--- src/rtl/cpu_pkg.sv ---
// Shared CPU definitions: opcodes, PC command encodings, fetch FSM states,
// width defaults and the instruction decode helper used by the fetch sequencer.
package cpu_pkg;

  localparam int AW_DEF      = 12;
  localparam int DW_DEF      = 16;
  localparam int PC_LAT_DEF  = 2;
  localparam int TIMEOUT_DEF = 15;

  localparam logic [3:0] OP_JMP = 4'h8;
  localparam logic [3:0] OP_JZ  = 4'h9;
  localparam logic [3:0] OP_HLT = 4'hF;

  // {loadPC, incPC}
  localparam logic [1:0] PC_CLR  = 2'b00;
  localparam logic [1:0] PC_LOAD = 2'b10;
  localparam logic [1:0] PC_INC  = 2'b01;
  localparam logic [1:0] PC_HOLD = 2'b11;

  typedef enum logic [2:0] {
    ST_INIT   = 3'd0,
    ST_SETTLE = 3'd1,
    ST_FETCH  = 3'd2,
    ST_DECODE = 3'd3,
    ST_ISSUE  = 3'd4,
    ST_UPDATE = 3'd5,
    ST_HALT   = 3'd6
  } state_e;

  typedef struct packed {
    state_e     nxt;
    logic [1:0] cmd;
    logic       load;
  } dec_t;

  // Control-flow ops resolve here; everything else is handed to execute.
  function automatic dec_t decode_op(input logic [3:0] opcode, input logic zero);
    dec_t d;
    d.nxt  = ST_ISSUE;
    d.cmd  = PC_HOLD;
    d.load = 1'b0;
    case (opcode)
      OP_JMP: begin
        d.nxt  = ST_UPDATE;
        d.cmd  = PC_LOAD;
        d.load = 1'b1;
      end
      OP_JZ: begin
        d.nxt  = ST_UPDATE;
        d.cmd  = zero ? PC_LOAD : PC_INC;
        d.load = zero;
      end
      OP_HLT: d.nxt = ST_HALT;
      default: d.nxt = ST_ISSUE;
    endcase
    return d;
  endfunction

endpackage

--- src/rtl/fetch_sequencer.sv ---
// Instruction fetch/sequencing FSM driving the PC control pins.
// Optional fetch timeout enabled by defining FETCH_SEQ_TIMEOUT_EN.
module fetch_sequencer
  import cpu_pkg::*;
#(
  parameter int AW     = AW_DEF,
  parameter int DW     = DW_DEF,
  parameter int PC_LAT = PC_LAT_DEF
`ifdef FETCH_SEQ_TIMEOUT_EN
  , parameter int TIMEOUT = TIMEOUT_DEF
`endif
) (
  input  logic          clk,
  input  logic          rst_n,
  input  logic [AW-1:0] pc_addr,
  output logic          loadPC,
  output logic          incPC,
  output logic [AW-1:0] address,
  output logic          mem_req,
  output logic [AW-1:0] mem_addr,
  input  logic [DW-1:0] mem_rdata,
  input  logic          mem_ack,
  input  logic          zero_flag,
  output logic [DW-1:0] ir,
  output logic          ir_valid,
  input  logic          ir_ready,
  output logic          halted,
  output logic          fetch_err
);

  localparam int SCW = (PC_LAT > 1) ? $clog2(PC_LAT) : 1;
  localparam logic [SCW-1:0] SETTLE_LAST = SCW'(PC_LAT - 1);

  state_e        r_state;
  logic [1:0]    r_pc_cmd;
  logic [AW-1:0] r_address;
  logic          r_mem_req;
  logic [AW-1:0] r_mem_addr;
  logic [DW-1:0] r_ir;
  logic          r_ir_valid;
  logic          r_halted;
  logic [SCW-1:0] r_settle_cnt;
  dec_t          w_dec;

`ifdef FETCH_SEQ_TIMEOUT_EN
  localparam logic [7:0] TIMEOUT_LAST = 8'(TIMEOUT - 1);
  logic [7:0] r_wait_cnt;
  logic       r_fetch_err;
  assign fetch_err = r_fetch_err;
`else
  assign fetch_err = 1'b0;
`endif

  assign w_dec = decode_op(r_ir[DW-1 -: 4], zero_flag);

  // Outputs are registered one cycle ahead of the state that owns them,
  // so the CLR/LOAD/INC command is visible while in UPDATE.
  always_ff @(posedge clk or negedge rst_n) begin
    if (!rst_n) begin
      r_state      <= ST_INIT;
      r_pc_cmd     <= PC_HOLD;
      r_address    <= '0;
      r_mem_req    <= 1'b0;
      r_mem_addr   <= '0;
      r_ir         <= '0;
      r_ir_valid   <= 1'b0;
      r_halted     <= 1'b0;
      r_settle_cnt <= '0;
`ifdef FETCH_SEQ_TIMEOUT_EN
      r_wait_cnt   <= 8'd0;
      r_fetch_err  <= 1'b0;
`endif
    end else begin
      case (r_state)
        ST_INIT: begin
          r_pc_cmd <= PC_CLR;
          r_state  <= ST_UPDATE;
        end
        ST_UPDATE: begin
          r_pc_cmd     <= PC_HOLD;
          r_settle_cnt <= '0;
          r_state      <= ST_SETTLE;
        end
        ST_SETTLE: begin
          // pc_addr is only trustworthy once the PC pipeline has drained.
          if (r_settle_cnt == SETTLE_LAST) begin
            r_state    <= ST_FETCH;
            r_mem_req  <= 1'b1;
            r_mem_addr <= pc_addr;
`ifdef FETCH_SEQ_TIMEOUT_EN
            r_wait_cnt <= 8'd0;
`endif
          end else begin
            r_settle_cnt <= r_settle_cnt + SCW'(1);
          end
        end
        ST_FETCH: begin
          if (mem_ack) begin
            r_ir      <= mem_rdata;
            r_mem_req <= 1'b0;
            r_state   <= ST_DECODE;
          end
`ifdef FETCH_SEQ_TIMEOUT_EN
          else if (r_wait_cnt == TIMEOUT_LAST) begin
            r_fetch_err <= 1'b1;
            r_mem_req   <= 1'b0;
            r_halted    <= 1'b1;
            r_state     <= ST_HALT;
          end else begin
            r_wait_cnt <= r_wait_cnt + 8'd1;
          end
`endif
        end
        ST_DECODE: begin
          r_pc_cmd <= w_dec.cmd;
          if (w_dec.load) begin
            r_address <= r_ir[AW-1:0];
          end
          r_ir_valid <= (w_dec.nxt == ST_ISSUE);
          r_halted   <= (w_dec.nxt == ST_HALT);
          r_state    <= w_dec.nxt;
        end
        ST_ISSUE: begin
          if (r_ir_valid && ir_ready) begin
            r_ir_valid <= 1'b0;
            r_pc_cmd   <= PC_INC;
            r_state    <= ST_UPDATE;
          end
        end
        ST_HALT: begin
          r_pc_cmd  <= PC_HOLD;
          r_mem_req <= 1'b0;
          r_halted  <= 1'b1;
        end
        default: begin
          r_pc_cmd <= PC_HOLD;
          r_state  <= ST_INIT;
        end
      endcase
    end
  end

  assign loadPC   = r_pc_cmd[1];
  assign incPC    = r_pc_cmd[0];
  assign address  = r_address;
  assign mem_req  = r_mem_req;
  assign mem_addr = r_mem_addr;
  assign ir       = r_ir;
  assign ir_valid = r_ir_valid;
  assign halted   = r_halted;

endmodule

--- config.mk ---
export PLATFORM = sky130hd
export DESIGN_NAME = fetch_sequencer
export DESIGN_NICKNAME = d
export VERILOG_FILES = /design/src/rtl/cpu_pkg.sv /design/src/rtl/fetch_sequencer.sv
export SDC_FILE = /design/constraint.sdc
export NUM_CORES = 1
export LEC_CHECK = 0
export BUFFER_PORTS_ARGS = -buffer_cell sky130_fd_sc_hd__buf_2
export CORE_AREA = 2 2 75 77
export CTS_CLUSTER_SIZE = 8
export DETAILED_ROUTE_END_ITERATION = 8
export DIE_AREA = 0 0 77 79
export PLACE_DENSITY = 0.73
export SYNTH_ARGS = -nofsm -noshare
export SYNTH_HDL_FRONTEND = slang
export SYNTH_SLANG_ARGS = --single-unit
export TNS_END_PERCENT = 100
--- constraint.sdc ---
create_clock -name clk -period 3.3 [get_ports clk]
set_input_delay 0.165 -clock clk [delete_from_list [all_inputs] [get_ports clk]]
set_output_delay 0.165 -clock clk [all_outputs]
set_load 0.1 [all_outputs]
After elaboration in Yosys (flattened, before gate mapping)
Cells that the tools add are included.
{"block": "classes", "add_sub_neg": 1, "mul": 0, "div_mod_pow": 0, "magnitude_cmp": 0, "eq_ne": 14, "n_shift": 0, "n_mux": 17, "n_bitwise": 2, "n_reduce_logical": 15}
{"op": "$pmux 3 s7", "count": 1}
{"op": "$eq 3x3->1 const B", "count": 5}
{"op": "$eq 4x4->1 const B", "count": 3}
{"op": "$reduce_and 2->1", "count": 5}
{"op": "$mux 3", "count": 3}
{"op": "$pmux 2 s4", "count": 1}
{"op": "$eq 3x2->1 const B", "count": 2}
{"op": "$ne 2x2->1 const B", "count": 3}
{"op": "$pmux 1 s2", "count": 3}
{"op": "$pmux 3 s2", "count": 1}
{"op": "$reduce_bool 2->1", "count": 3}
{"op": "$mux 1", "count": 4}
{"op": "$mux 2", "count": 2}
{"op": "$pmux 2 s2", "count": 1}
{"op": "$reduce_and 4->1", "count": 1}
{"op": "$reduce_or 2->1", "count": 2}
{"op": "$eq 3x1->1 const B", "count": 1}
{"op": "$logic_not 3->1", "count": 1}
{"op": "$pmux 1 s3", "count": 1}
{"op": "$reduce_and 3->1", "count": 1}
{"op": "$reduce_bool 3->1", "count": 1}
{"op": "$not 1->1", "count": 2}
{"op": "$add 1x1->1 const B", "count": 1}
{"op": "$logic_and 1x1->1", "count": 1}
{"block": "totals", "ff_bits": 49, "latch_bits": 0, "mem_bits_rw": 0, "rom_bits": 0, "inputBits": 33, "word_cells": 58, "mem_count": 0}

Depth between registers and ports, before layout
Gate-level depths: netlist of run 1.
{"block": "depth", "word_depth": 5, "depth_mapped": 4, "depth_no_buf": 3}

Worst setup path after synthesis of run 1
No wires, ideal clock.
{"block": "synth_timing", "path_kind": "register -> register", "from": "register r_ir[15], in the netlist ir[15]", "to": "register r_address[10], in the netlist address[10]", "setup_ns": 0.126, "arrival_time_ns": 2.009, "required_time_ns": 3.174, "path_slack_ns": 1.165, "stages_incl_launch_ff": 5, "path_buffers": 1, "period_less_slack_ns": 2.135, "cell_sequence": "dfrtp_1 > nand4b_1 > a211o_1 > buf_6 > mux2_4"}
{"block": "synth_between", "elab_chain_cells": 3}
{"item": "start: declaration", "line": "fetch_sequencer.sv:39", "source": "logic [DW-1:0] r_ir;"}
{"item": "start signal: assignment", "line": "fetch_sequencer.sv:99", "source": "r_ir <= mem_rdata;"}
{"item": "$eq 4x4->1", "line": "cpu_pkg.sv:42", "source": "case (opcode)"}
{"item": "$pmux 3 s2 (*)", "line": "cpu_pkg.sv:42"}
{"item": "$reduce_and 2->1 (no line) (*)"}
{"item": "end signal: assignment", "line": "fetch_sequencer.sv:117", "source": "r_address <= r_ir[AW-1:0];"}
{"item": "end: declaration", "line": "fetch_sequencer.sv:36", "source": "logic [AW-1:0] r_address;"}
Every way passes the cells marked *; elsewhere a longest branch is shown, timed or not.
A chain may end at the register's enable or synchronous reset.

Final worst setup path of run 1
{"block": "layout_timing", "from": "register r_state[0]", "to": "register r_mem_addr[10], in the netlist mem_addr[10]"}
{"block": "layout_between", "elab_chain_cells": 2}
{"item": "start: declaration", "line": "fetch_sequencer.sv:34", "source": "state_e r_state;"}
{"item": "start signal: assignment", "line": "fetch_sequencer.sv:121", "source": "r_state <= w_dec.nxt;"}
{"item": "$eq 3x1->1", "line": "fetch_sequencer.sv:74", "source": "case (r_state)"}
{"item": "$reduce_and 2->1 (no line)"}
{"item": "end signal: assignment", "line": "fetch_sequencer.sv:89", "source": "r_mem_addr <= pc_addr;"}
{"item": "end: declaration", "line": "fetch_sequencer.sv:38", "source": "logic [AW-1:0] r_mem_addr;"}
No other way between the ends.

==> results.py, run 1 <==
metrics = {
    "die": {
        "initial_utilization_pct": 38.30,
        "rows": 27,
        "die_area_sq_mm": 0.006083,
        "die_y_microns": 79,
        "die_width_microns": 77,
        "pin_count": 79,
        "core_sq_mm": 0.005338,
    },
    "cts": {
        "numCtsBuffers": 5,
        "cts-hold-fix-buffers": 0,
        "path_clk_slew_ps": 80,
        "cts_tree": "done",
        "cts_buffer_depth": 2,
        "cts-htree-levels": 2,
        "post_cts_buffers": 0,
        "postCtsResizedCells": 0,
        "cts-root-buf": "clkbuf_8",
        "clk_latency_ps": 290,
        "cts_sinks": 49,
    },
    "global_route": {
        "grt_pass1_vias": 1397,
        "grt-ovfl-total": 0,
        "track_usage_pct": 13.22,
        "antenna_found_initial": 0,
        "grt_pass1_wl_mm": 6.361,
        "grt_max_degree": 50,
    },
    "detailed_routing": {
        "routed_wirelength_mm": 3.885,
        "drt_iter0_drc": 43,
        "vias_per_cell": 4.735,
        "wl_met1_mm": 1.706,
        "wl_met3_microns": 244,
        "dr_wl_met2_mm": 1.887,
        "vias": 1392,
        "wire_per_inst_microns": 13.21,
        "first_pass_iters": 4,
        "final_antenna_net_count": 0,
        "drc": 0,
        "dr.max_layer_used": "met4",
    },
    "synth": {
        "ys_ff_latch": 49,
        "synth-edff-count": 0,
        "netlist_area_sq_mm": 0.002044,
        "seq_area_frac_synth_pct": 60.10,
        "synthFlopType": "dfrtp_1",
        "synth_area_per_cell_sq_um": 14.20,
        "synthArstFlopShare_pct": 100.0,
        "synthCells": 144,
        "ys_warn_count": 0,
        "syn_nets": 177,
        "ys_types": 31,
    },
    "sta": {
        "tns_ps": 0,
        "setup_viol": 0,
        "timing.final.ws_setup_ps": 1215,
        "tightest_slew_ps": 1063,
        "timing.fmax_ghz": 0.4796,
        "fin_worst_skew_ps": 3.334,
        "hold_viol": 0,
        "relSlewSlack_pct": 29.16,
        "final_max_slew_viol_count": 0,
        "fin_crit_sh_pct": 63.18,
        "fin_crit_ps": 2085,
        "rsz0062_at_grt": "no",
    },
    "placed_design": {
        "numPortBuffers": 77,
        "place_ws_ps": 1220,
        "hpwl_mm": 2.790,
        "gp_congestion": 0.7606,
    },
    "finish": {
        "fin_nets": 254,
        "diodes": 0,
        "drive_gt1_share_pct": 59.46,
        "syn_to_final_growth_pct": 26.87,
        "final_cell_mix": "buf_2, dfrtp_1, mux2_2",
        "layout_commonest_cell": "buf_2",
    },
    "critical_path": {
        "max_stage_delay_ps": 800,
        "path_buf_inv": 0,
        "crit_path_max_fanout": 15,
        "critPathTopFamily": "simple AND/OR/NAND/NOR gates",
        "crit_required_ps": 3480,
        "path_class": "reg2reg",
        "crit_slowest_cell": "nor3b_2",
        "start_kind": "flip-flop",
        "path_cells": "nand2b_1 > nor3b_2 > mux2_2",
        "endpoint_kind": "flip-flop",
        "arrival_ps": 2270,
        "r2r_setup_slack_ps": 1220,
    },
    "worst_hold_path": {
        "hold_class": "in2async",
    },
    "flow_run": {
        "maxCapViolCount": 0,
    },
    "status": {
        "outcome": "finished clean",
    },
}
## routing by layer
metal	up-vias	track usage (%)
li1	660	-
met1	681	16.55
met2	45	21.67
met3	6	3.523
met4	0	5.893
met5	-	0
## worst paths after layout
| path | startpoint | end | depth (start not counted) |
|---|---|---|---|
| hold / removal | rst_n | address[10] | 1 |
| setup / recovery | r_state[0] | mem_addr[10] | 3 |
| min in group clk | pc_addr[0] | mem_addr[0] | 2 |
| setup reg to reg | r_state[0] | mem_addr[10] | 3 |
| hold reg to reg | address[0] | address[0] | 1 |
| max in group asynchronous | rst_n | ir[7] | 1 |
## cell usage after synthesis, drive strengths merged, types with 2 or more instances
library cell / instances / area, sq um
mux2: 40 / 484.2
a31oi: 2 / 12.51
or2: 2 / 12.51
buf: 4 / 31.27
a21oi: 4 / 20.02
inv: 2 / 7.510
nand3b: 3 / 22.52
nor2b: 3 / 18.77
clkbuf: 3 / 11.26
dfrtp: 47 / 1176
o21ai: 6 / 30.03
nor2: 6 / 30.03
dfstp: 2 / 52.55
a311oi: 2 / 17.52
nand2: 6 / 22.52
## cells by family after synthesis
| logic type | synth area share [%] |
|---|---|
| muxes | 23.68 |
| buffers and inverters | 2.448 |
| AOI/OAI and AO/OA | 6.059 |
| xor gates and xnor gates | 0.4285 |
| other | 0.1834 |
| DFF | 60.10 |
| and+or+nand+nor | 7.099 |
## stage by stage
| step | instances | hold WS (ps) | cell area, sq um | utilization [%] |
|---|---|---|---|---|
| after floorplan | 144 | -130.6 | 2044 | - |
| after global placement | 286 | 395.9 | 2477 | 46.41 |
| after detailed placement | 286 | 399.9 | 2477 | 46.41 |
| after CTS | 294 | 86.03 | 2594 | 48.59 |
| after global routing | 294 | 85.76 | 2594 | 48.59 |
| final | 294 | 54.29 | 2594 | 48.59 |
## registers in the layout (all words and copies together) (netlist names)
name and cells:
ir 16, address 12, r_settle_cnt 1, r_state 3, mem_addr 12, mem_req 1, r_pc_cmd 2, halted 1
ir_valid 1
## area by class of cell
cell class	instances	area [sq um]
fillers	515	2744
flip-flops and latches	49	1229
clock inverters	1	30.03
clock buffers	7	86.33
repair buffers	77	385.4
multi-input cells	86	765.7
inverters	2	7.507
well taps	72	90.09
Power of run 1 is not shown: default switching activity piles up to over one toggle a cycle in this logic, so the estimate is an artifact.
==> run 2: changes to the inputs <==
--- a/config.mk
+++ b/config.mk
@@ -10,7 +10,7 @@
 export CTS_CLUSTER_SIZE = 8
 export DETAILED_ROUTE_END_ITERATION = 8
 export DIE_AREA = 0 0 77 79
-export PLACE_DENSITY = 0.73
+export PLACE_DENSITY = 0.76
 export SYNTH_ARGS = -nofsm -noshare
 export SYNTH_HDL_FRONTEND = slang
 export SYNTH_SLANG_ARGS = --single-unit
==> constraint.sdc (replaced) <==
create_clock -name clk -period 1.7 [get_ports clk]
set_input_delay 0.085 -clock clk [delete_from_list [all_inputs] [get_ports clk]]
set_output_delay 0.085 -clock clk [all_outputs]
set_load 0.1 [all_outputs]
==> run 2 against run 1 <==
Net effect: flip-flop and latch count stayed put; via count rose by 4.2%; non-clock buffer count rose by 10; count of clock-buffer cells in the layout is the same; worst setup slack worse by 1100 ps; first-iteration DRC count grew 35%; core utilization up 2.0 points; fmax up 29%; critical path depth is 1 higher; cell area increased by 4.1%.
==> results.py, run 2 (synthesis results as in run 1) <==
metrics = {
    "critical_path": {
        "max_stage_delay_ps": 500,
        "critPathTopFamily": "flip-flops",
        "arrival_ps": 1810,
        "path_buf_inv": 1,
        "endpoint_kind": "flip-flop",
        "path_cells": "or2_4 > a211o_1 > buf_12 > mux2_4",
        "crit_path_max_fanout": 12,
        "path_class": "reg2reg",
        "crit_required_ps": 1890,
        "crit_slowest_cell": "dfrtp_4",
        "start_kind": "flip-flop",
    },
    "placed_design": {
        "numPortBuffers": 77,
        "place_ws_ps": 87.15,
        "hpwl_mm": 2.971,
        "dp_cells": 295,
        "gp_congestion": 0.8377,
    },
    "die": {
        "die_area_sq_mm": 0.006083,
        "pin_count": 79,
        "die_y_microns": 79,
        "rows": 27,
        "core_sq_mm": 0.005338,
        "initial_utilization_pct": 38.30,
        "die_width_microns": 77,
    },
    "cts": {
        "post_cts_buffers": 0,
        "numCtsBuffers": 5,
        "postCtsResizedCells": 0,
        "cts-htree-levels": 2,
        "cts_sinks": 49,
        "cts-root-buf": "clkbuf_8",
        "cts_tree": "done",
        "cts-hold-fix-buffers": 1,
        "path_clk_slew_ps": 90,
        "clk_latency_ps": 290,
        "cts_buffer_depth": 2,
    },
    "detailed_routing": {
        "first_pass_iters": 2,
        "wire_per_inst_microns": 13.03,
        "routed_wirelength_mm": 3.961,
        "vias_per_cell": 4.770,
        "vias": 1450,
        "drc": 0,
        "drt_iter0_drc": 58,
        "final_antenna_net_count": 0,
    },
    "finish": {
        "fin_nets": 264,
        "largest_reg_flops": 16,
        "layout_commonest_cell": "buf_2",
        "layout.cells.non_filler": 304,
        "drive_gt1_share_pct": 62.50,
        "syn_to_final_growth_pct": 32.13,
        "final_cell_mix": "buf_2, dfrtp_1, mux2_2",
        "diodes": 0,
        "fill_cells": 509,
    },
    "sta": {
        "final_max_slew_viol_count": 0,
        "timing.final.ws_setup_ps": 79.81,
        "fin_crit_sh_pct": 95.31,
        "tns_ps": 0,
        "setup_viol": 0,
        "relSlewSlack_pct": 64.10,
        "fin_crit_ps": 1620,
        "tightest_slew_ps": 538.5,
        "hold_viol": 0,
        "rsz0062_at_grt": "no",
        "hold_slack_ps": 14.27,
        "timing.fmax_ghz": 0.6172,
        "fin_worst_skew_ps": 5.677,
    },
    "worst_hold_path": {
        "hold_class": "in2reg",
    },
    "flow_run": {
        "maxCapViolCount": 0,
    },
    "global_route": {
        "grt-ovfl-total": 0,
        "antenna_found_initial": 0,
        "grt_pass1_wl_mm": 6.748,
        "grt_max_degree": 29,
        "track_usage_pct": 14.09,
        "grt_pass1_vias": 1485,
    },
    "status": {
        "outcome": "finished clean",
    },
}
run 2: routing by layer:
metal | share of wire [%] | GRT usage (%) | wire length (microns) | vias up
met5 | 0 | 0 | 0 | -
met4 | 1.3 | 5.714 | 53 | 0
met3 | 4.9 | 3.409 | 193 | 5
met2 | 49 | 23.86 | 1924 | 41
met1 | 45 | 17.45 | 1789 | 719
li1 | - | - | - | 685
run 2: path summary, 6_finish.rpt:
path                          startpoint            to  slack, ps  depth (start not counted)
max                               ir[13]    address[4]         80                          4
min                        mem_rdata[10]        ir[10]         10                          2
max reg2reg                       ir[13]    address[4]         80                          4
min reg2reg                 r_settle_cnt  r_settle_cnt        500                          2
max in group asynchronous          rst_n    address[0]        880                          3
min in group asynchronous          rst_n      ir_valid        300                          2
run 2: area by class of cell:
cell class | instances | area [sq um] | area share (%)
clock buffer | 7 | 86.33 | 3.196
inverter | 2 | 7.507 | 0.2779
sequential | 49 | 1241 | 45.95
clock inverter | 1 | 7.507 | 0.2779
multi-input combinational | 86 | 768.2 | 28.44
timing repair buffer | 87 | 500.5 | 18.53
tap | 72 | 90.09 | 3.335
run 2: through the flow:
stage	area (sq um)	util, %
CTS	2701	50.61
global route	2701	50.61
global placement	2597	48.66
finish	2701	50.61
detailed placement	2597	48.66
floorplan	2059	-
Power of run 2 is left out for the same reason.
